File: config.mk
export PLATFORM = sky130hd
export DESIGN_NAME = spike_aer_encoder
export DESIGN_NICKNAME = d
export VERILOG_FILES = /design/src/rtl/spike_aer_encoder.sv
export SDC_FILE = /design/constraint.sdc
export NUM_CORES = 1
export LEC_CHECK = 0
export ABC_AREA = 0
export CORE_AREA = 2 2 39 41
export CTS_BUF_LIST = sky130_fd_sc_hd__clkbuf_8
export CTS_CLUSTER_DIAMETER = 100
export DETAILED_ROUTE_END_ITERATION = 8
export DIE_AREA = 0 0 41 43
export GPL_TIMING_DRIVEN = 0
export PLACE_DENSITY = 0.67
export SYNTH_ARGS = -nofsm -noshare
export SYNTH_HDL_FRONTEND = slang
export SYNTH_SLANG_ARGS = --single-unit
File: constraint.sdc
create_clock -name i_clk -period 3.4 [get_ports i_clk]
set_input_delay 0.68 -clock i_clk [delete_from_list [all_inputs] [get_ports i_clk]]
set_output_delay 0.68 -clock i_clk [all_outputs]
set_load 0.02 [all_outputs]
File: src/rtl/spike_aer_encoder.sv
// Spike-to-AER encoder: captures spike pulses into pending flags and issues round-robin address events.
// Optional macro AER_TIMESTAMP_EN adds a free-running counter and the o_ev_ts event timestamp port.
module spike_aer_encoder #(
    parameter int N_CH   = 3,
    parameter int ADDR_W = 2
`ifdef AER_TIMESTAMP_EN
    ,parameter int TS_W  = 8
`endif
) (
    input  logic              i_clk,
    input  logic              i_reset,
    input  logic [N_CH-1:0]   i_spike_in,
    input  logic              i_ev_ready,
    input  logic              i_clear_ovf,
    output logic              o_ev_valid,
    output logic [ADDR_W-1:0] o_ev_addr,
    output logic [N_CH-1:0]   o_pending,
    output logic              o_overflow
`ifdef AER_TIMESTAMP_EN
    ,output logic [TS_W-1:0]  o_ev_ts
`endif
);

    typedef enum logic {
        S_IDLE = 1'b0,
        S_HOLD = 1'b1
    } state_t;

    state_t            r_state;
    state_t            w_state_next;
    logic [N_CH-1:0]   r_pending;
    logic [ADDR_W-1:0] r_ev_addr;
    logic [ADDR_W-1:0] r_rr;
    logic              r_overflow;

    logic              w_advance;
    logic              w_load;
    logic              w_found;
    logic              w_drop;
    logic [ADDR_W-1:0] w_grant;
    logic [N_CH-1:0]   w_grant_vec;
    logic [N_CH-1:0]   w_take;
    logic [ADDR_W:0]   w_idx;

    // Round-robin search starting one past the last grant; the index wraps at N_CH, not at 2**ADDR_W.
    always_comb begin
        w_found     = 1'b0;
        w_grant     = '0;
        w_grant_vec = '0;
        w_idx       = '0;
        for (int k = 1; k <= N_CH; k++) begin
            w_idx = {1'b0, r_rr} + (ADDR_W+1)'(k);
            if (w_idx >= (ADDR_W+1)'(N_CH))
                w_idx = w_idx - (ADDR_W+1)'(N_CH);
            for (int j = 0; j < N_CH; j++) begin
                if (!w_found && r_pending[j] && (w_idx == (ADDR_W+1)'(j))) begin
                    w_found        = 1'b1;
                    w_grant        = ADDR_W'(j);
                    w_grant_vec[j] = 1'b1;
                end
            end
        end
    end

    always_comb begin
        w_advance    = (r_state == S_IDLE) || i_ev_ready;
        w_load       = w_advance && w_found;
        w_take       = w_load ? w_grant_vec : '0;
        w_drop       = |(i_spike_in & r_pending & ~w_take);
        w_state_next = r_state;
        if (w_advance)
            w_state_next = w_load ? S_HOLD : S_IDLE;
    end

    always_ff @(posedge i_clk or posedge i_reset) begin
        if (i_reset) begin
            r_state    <= S_IDLE;
            r_pending  <= '0;
            r_ev_addr  <= '0;
            r_rr       <= ADDR_W'(N_CH - 1);
            r_overflow <= 1'b0;
        end else begin
            r_state   <= w_state_next;
            // A fresh spike always re-arms its flag, even on the edge that grants it.
            r_pending <= i_spike_in | (r_pending & ~w_take);
            if (w_load) begin
                r_ev_addr <= w_grant;
                r_rr      <= w_grant;
            end
            if (w_drop)
                r_overflow <= 1'b1;
            else if (i_clear_ovf)
                r_overflow <= 1'b0;
        end
    end

`ifdef AER_TIMESTAMP_EN
    logic [TS_W-1:0] r_ts_cnt;
    logic [TS_W-1:0] r_ev_ts;

    // The event captures the counter value before this edge's increment.
    always_ff @(posedge i_clk or posedge i_reset) begin
        if (i_reset) begin
            r_ts_cnt <= '0;
            r_ev_ts  <= '0;
        end else begin
            r_ts_cnt <= r_ts_cnt + 1'b1;
            if (w_load)
                r_ev_ts <= r_ts_cnt;
        end
    end

    assign o_ev_ts = r_ev_ts;
`endif

    assign o_ev_valid = (r_state == S_HOLD);
    assign o_ev_addr  = r_ev_addr;
    assign o_pending  = r_pending;
    assign o_overflow = r_overflow;

endmodule

======== Word-level counts from Yosys, hierarchy flattened ========
Index checks and enable logic that the tools add are counted.
storage, ports and cells
  bits in registers ....................... 9
  input bits .............................. 7
cells by class
  add/subtract/negate cells ............... 6
  magnitude comparators ................... 3
  equal/unequal tests ..................... 6
  multiplexer cells ....................... 32
  bitwise operators ....................... 6
  reductions and logical operators ........ 32
operator list
  kind                 number
  $mux 1               21
  $logic_and 1x1->1    18
  $mux 2               7
  $mux 3               4
  $and 3x3->3          3
  $eq 3x1->1 const B   3
  $eq 3x2->1 const B   3
  $ge 3x2->1 const B   3
  $logic_not 3->1      3
  $sub 3x2->3 const B  3
  $logic_not 1->1      8
  $add 2x2->3 const B  2
  $add 2x1->3 const B  1
  $not 3->3            1
  $or 3x3->3           1
  $reduce_or 3->1      1
  $reduce_bool 2->1    1
  $logic_or 1x1->1     1
  $not 1->1            1

======== Depth between registers and ports, before layout ========
  depth after elaboration ................. 44
  depth in mapped cells ................... 7
  gate-level depth less buffers ........... 7

======== Least setup slack after synthesis ========
Ideal clock, no wire load.
  path type ............................... register -> register
  from .................................... reg r_rr[1]
  to ...................................... reg r_ev_addr[1] (netlist: o_ev_addr[1])
  library setup time ...................... 0.121 ns
  arrival time ............................ 1.793 ns
  data required time ...................... 3.279 ns
  setup slack ............................. 1.486 ns
  cell stages (with the launch flop) ...... 8
  buffers on the path ..................... 0
  path through ............................ dfstp_2 -> inv_1 -> ha_1 -> nand2b_1 -> a211o_1 -> a31oi_4 -> nor2_2 -> a22o_1
between the ends
  word-level cells in the longest chain between the ends .. 39
  elaborated cells on any way between the ends .. 63
  classes of those cells .................. add/sub: 6; order compare: 3; eq/ne: 6; mux: 19; reduce/logical: 29
ends and longest elaborated chain
  element                                    line    RTL
  from (decl)                                33      logic [ADDR_W-1:0] r_rr;
  from (signal assigned)                     80      r_rr <= ADDR_W'(N_CH - 1);
  from (signal assigned)                     88      r_rr <= w_grant;
  $add 2x1->3                                52      w_idx = {1'b0, r_rr} + (ADDR_W+1)'(k);
  $sub 3x2->3 or $ge 3x2->1 (tied branches)  54, 53
  $mux 3                                     53      if (w_idx >= (ADDR_W+1)'(N_CH))
  $logic_not 3->1                            56      if (!w_found && r_pending[j] && (w_idx == (ADDR_W+1)'(j))) begin
  $logic_and 1x1->1                          56
  $mux 1                                     56
  $logic_not 1->1                            56
  $logic_and 1x1->1 (2 in series)            56
  [... 20 more ...]                          -
  $mux 1                                     56
  $logic_not 1->1                            56
  $logic_and 1x1->1 (2 in series)            56
  $mux 1                                     56
  $logic_not 1->1                            56
  $logic_and 1x1->1 (2 in series)            56
  $mux 1                                     56
  $logic_and 1x1->1                          67      w_load = w_advance && w_found;
  to (signal assigned)                       87      r_ev_addr <= w_grant;
  to (decl)                                  32      logic [ADDR_W-1:0] r_ev_addr;
Several ways; a longest one is shown, not always the timed one.
A chain may end at the register's enable or synchronous reset.

======== Final worst setup path ========
  from .................................... reg r_rr[1]
  to ...................................... reg r_overflow (netlist: o_overflow)
between the ends
  word-level cells in the longest chain between the ends .. 44
  elaborated cells on any way between the ends .. 70
  classes of those cells .................. add/sub: 6; order compare: 3; eq/ne: 6; mux: 22; bitwise: 2; reduce/logical: 31
ends and longest elaborated chain
  element                                      line    RTL
  $add 2x1->3                                  52
  $sub 3x2->3 or $ge 3x2->1 (tied branches)    54, 53
  $mux 3                                       53
  $logic_not 3->1                              56
  $logic_and 1x1->1                            56
  $mux 1                                       56
  $logic_not 1->1                              56
  $logic_and 1x1->1 (2 in series)              56
  [... 26 more ...]                            -
  $logic_and 1x1->1 (2 in series)              56
  $mux 1                                       56
  $logic_and 1x1->1                            67
  $mux 3 (*)                                   68      w_take = w_load ? w_grant_vec : '0;
  $not 3->3 (*)                                69      w_drop = |(i_spike_in & r_pending & ~w_take);
  $and 3x3->3 (*)                              69
  $reduce_or 3->1 (*)                          69
  $mux 1 or $reduce_bool 2->1 (tied branches)  -
  to (signal assigned)                         81      r_overflow <= 1'b0;
  to (signal assigned)                         91      r_overflow <= 1'b1;
  to (signal assigned)                         93      r_overflow <= 1'b0;
  to (decl)                                    34      logic r_overflow;
Mark *: on every way between the ends. The rest lies on a longest branch, timed or not.

==> results by group <==
Place
  – I/O Buffers: 13
  – Setup slack at placement: between 1000 and 1500 ps
  – Gpl congestion: 0.7602
  – Post-DP HPWL: between 700 and 800 µm

Hold path
  – Worst hold path type: flip-flop to flip-flop
  – HP Start: o_ev_addr[1]$_DFFE_PP0P_
  – Hold-critical path depth: 1
  – Hold endpoint: o_ev_addr[1]$_DFFE_PP0P_

Synth
  – Yosys cell types: 22
  – Synthesized Nets: 64
  – Register bit total from synthesis: 8
  – Top FF cell, synth: dfrtp_1
  – Post-synth top area share: 0.3500
  – Cell taking the most area after synthesis: dfrtp_1
  – Sequential share of the synthesized area: 0.4025
  – Synth top area cells: dfrtp_1 35%, ha_1 7.5%, dfstp_2 5.3%, inv_1 5.3%, o21ai_0 5.0%
  – Synth warnings: 0
  – EDFF count, synth: 0
  – Synth Instances: 54
  – Mapped Area: 500.5 µm²
  – Asr flop ratio synth: 1.000
  – Syn_area_per_cell: 9.268 µm²

Timing
  – Clock Skew: 5.236 ps
  – Slew HR: 0.7589
  – Unrepaired setup endpoints after global routing: false
  – Post-route clock period utilization: 0.6131
  – Hold_ws: roughly 500 ps
  – Slew Viols, Final: 0
  – Setup TNS: 0 ps
  – Final Setup Violations: 0
  – Post-route minimum period: around 2100 ps
  – Hold Violations, Final: 0
  – Fmax achieved: around 0.48 GHz
  – Crit path setup slack, layout: around 1300 ps
  – Worst-Margin Slew: approximately 360 ps

Setup path
  – Critical-path cell list: inv_1 > ha_1 > o21bai_1 > a32oi_1 > a31oi_4 > o211ai_1 > o211ai_1
  – Worst EP required: between 3000 and 4000 ps
  – R2R Setup Slk: between 1000 and 1500 ps
  – Slowest stage cell, crit path: dfstp_2
  – Critical Path Fanout Max: 7
  – Worst Path Arrival: 2190 ps
  – CP Launch Type: flip-flop
  – CP endpoint kind: flip-flop
  – CP top delay family: compound AO/OA/AOI/OAI gates
  – Crit path top cell by count: o211ai_1
  – Max stage delay on crit path: approximately 540 ps
  – Reg2Reg Capture Point: o_overflow$_DFFE_PP0P_
  – CP Buf/Inv Count: 1
  – Worst flop-to-flop path startpoint: r_rr[1]$_DFFE_PP1P_
  – Setup CP Type: flip-flop to flip-flop
  – Worst-case reg-to-reg path depth: 7

Layout
  – Most frequent cells in the layout: 13 x clkdlybuf4s50_1, 8 x inv_1, 7 x dfrtp_1
  – Fraction of layout cells with a size suffix above 1: 0.1127
  – Final nets: 82
  – Fillers: approximately 130
  – Ant diodes: 0
  – Commonest non-fill, non-tap cell in the layout: clkdlybuf4s50_1
  – Area grow syn2layout: 39.00%

CTS
  – Cts-stage hold buffer count: 0
  – CTS Buffer Depth: 2
  – CTS tree: done
  – H-tree Lvls: 1
  – Post-CTS Setup Repair Bufs: 0
  – Post_cts resized: 0
  – Reg clk slew, reported paths: roughly 40 ps
  – TritonCTS Buffers: 3
  – Worst skew pair latency: 230 ps
  – Clock sinks: 8
  – Root Buffer: clkbuf_8

Drt
  – Routed Antenna Nets: 0
  – First drt pass iteration count: 4
  – Initial DRC count: 10
  – DRT Wirelength: ~1100 µm
  – Via density: ~5.4
  – Vias: ~470
  – DRC viols: 0
  – DR WL/cell: 12.30 µm

GRT
  – First-pass GRT wire length: between 1500 and 2000 µm
  – Largest net degree at the start of global routing: 10
  – Global-route usage over all layers: 0.1673
  – Initial antenna violation count: 0
  – Vias in the first global route: between 400 and 500
  – GRT overflow: 0

Die
  – Die area: 0.001763 mm²
  – Row count: 14
  – Starting Density: 0.3617
  – Die W: between 40 and 50 µm
  – Core area: between 0.001 and 0.0015 mm²
  – Io pins: 14
  – Die Ht: 43 µm

Job
  – Max cap viols: 0

Power and ir drop
  – Peak VDD IR: a little under 0.4 mV
  – Power per cell area: approximately 980 mW/mm²
  – Leak: a little under 0.3 nW

Status
  – Status: complete, no violations
==> area by class of cell <==
| type | count | area (µm²) | area share |
|---|---|---|---|
| buffer | 1 | 7.507 | 0.01079 |
| clock buffer | 3 | 41.29 | 0.05935 |
| clock inverter | 1 | 3.754 | 0.005396 |
| inverter | 7 | 26.28 | 0.03777 |
| multi-input combinational | 38 | 265.3 | 0.3813 |
| sequential | 8 | 201.4 | 0.2896 |
| tap | 16 | 20.02 | 0.02878 |
| timing repair buffer | 13 | 130.1 | 0.1871 |
==> power breakdown <==
group	leakage (nW)	internal [mW]	total, mW	switching [mW]
clock network	0.0269	0.0783	0.118	0.0393
registers	0.0841	0.134	0.183	0.0487
logic	0.185	0.174	0.380	0.205
==> flip-flops by register name, indices dropped and copies added (netlist names) <==
| name | cells |
|---|---|
| o_pending | 3 |
| o_overflow | 1 |
| o_ev_valid | 1 |
| r_rr | 1 |
| o_ev_addr | 2 |
==> Yosys cell counts (2+ instances only) <==
cell type / instances
inv_1: 7
a32oi_1: 2
o211ai_1: 2
a22o_1: 2
nand2_1: 4
ha_1: 3
nand2b_1: 3
nand3_1: 2
a21oi_1: 3
o21ai_0: 5
dfrtp_1: 7
nor2_1: 4
==> per-layer routing <==
layer | track usage | up-vias | wire [µm]
met5 | 0 | - | 0
met4 | 0.1200 | 0 | 43
met3 | 0.04712 | 5 | 69
met2 | 0.2438 | 19 | 491
met1 | 0.1993 | 219 | 465
li1 | - | 228 | -
==> worst max path at each step <==
stage                        start                        to  slack [ps]  depth (start not counted)
5_1_grt        r_rr[1]$_DFFE_PP1P_  o_ev_addr[1]$_DFFE_PP0P_        1160                          7
6_report       r_rr[1]$_DFFE_PP1P_    o_overflow$_DFFE_PP0P_        1320                          7
3_5_place_dp   r_rr[1]$_DFFE_PP1P_    o_overflow$_DFFE_PP0P_        1330                          7
3_3_place_gp   r_rr[1]$_DFFE_PP1P_    o_overflow$_DFFE_PP0P_        1320                          7
4_1_cts        r_rr[1]$_DFFE_PP1P_  o_ev_addr[1]$_DFFE_PP0P_        1310                          7
2_1_floorplan  r_rr[1]$_DFFE_PP1P_  o_ev_addr[1]$_DFFE_PP0P_        1490                          7
==> through the flow <==
stage | total power, mW | cells | area, µm² | util
global route | 0.7409 | 87 | 695.7 | 0.5027
floorplan | 0.4400 | 54 | 500.5 | -
finish | 0.6803 | 87 | 695.7 | 0.5027
CTS | 0.6872 | 87 | 695.7 | 0.5027
detailed placement | 0.5625 | 83 | 650.6 | 0.4702
global placement | 0.5605 | 83 | 650.6 | 0.4702
==> worst register-to-register path, delay by kind of cell, from the launching register on <==
family | cells | cell delay [ps]
compound gates | 5 | 1020
fa+ha+maj | 1 | 340
buf+inv | 1 | 60
flops | 1 | 540
==> kinds of logic after synthesis <==
logic type      Yosys count  share of synthesized area
buf+inv                   8                    0.06752
flops                     8                     0.4025
compound gates           20                     0.3125
simple gates             15                     0.1425
fa+ha+maj                 3                    0.07501
(Power assumes the default switching activity.)
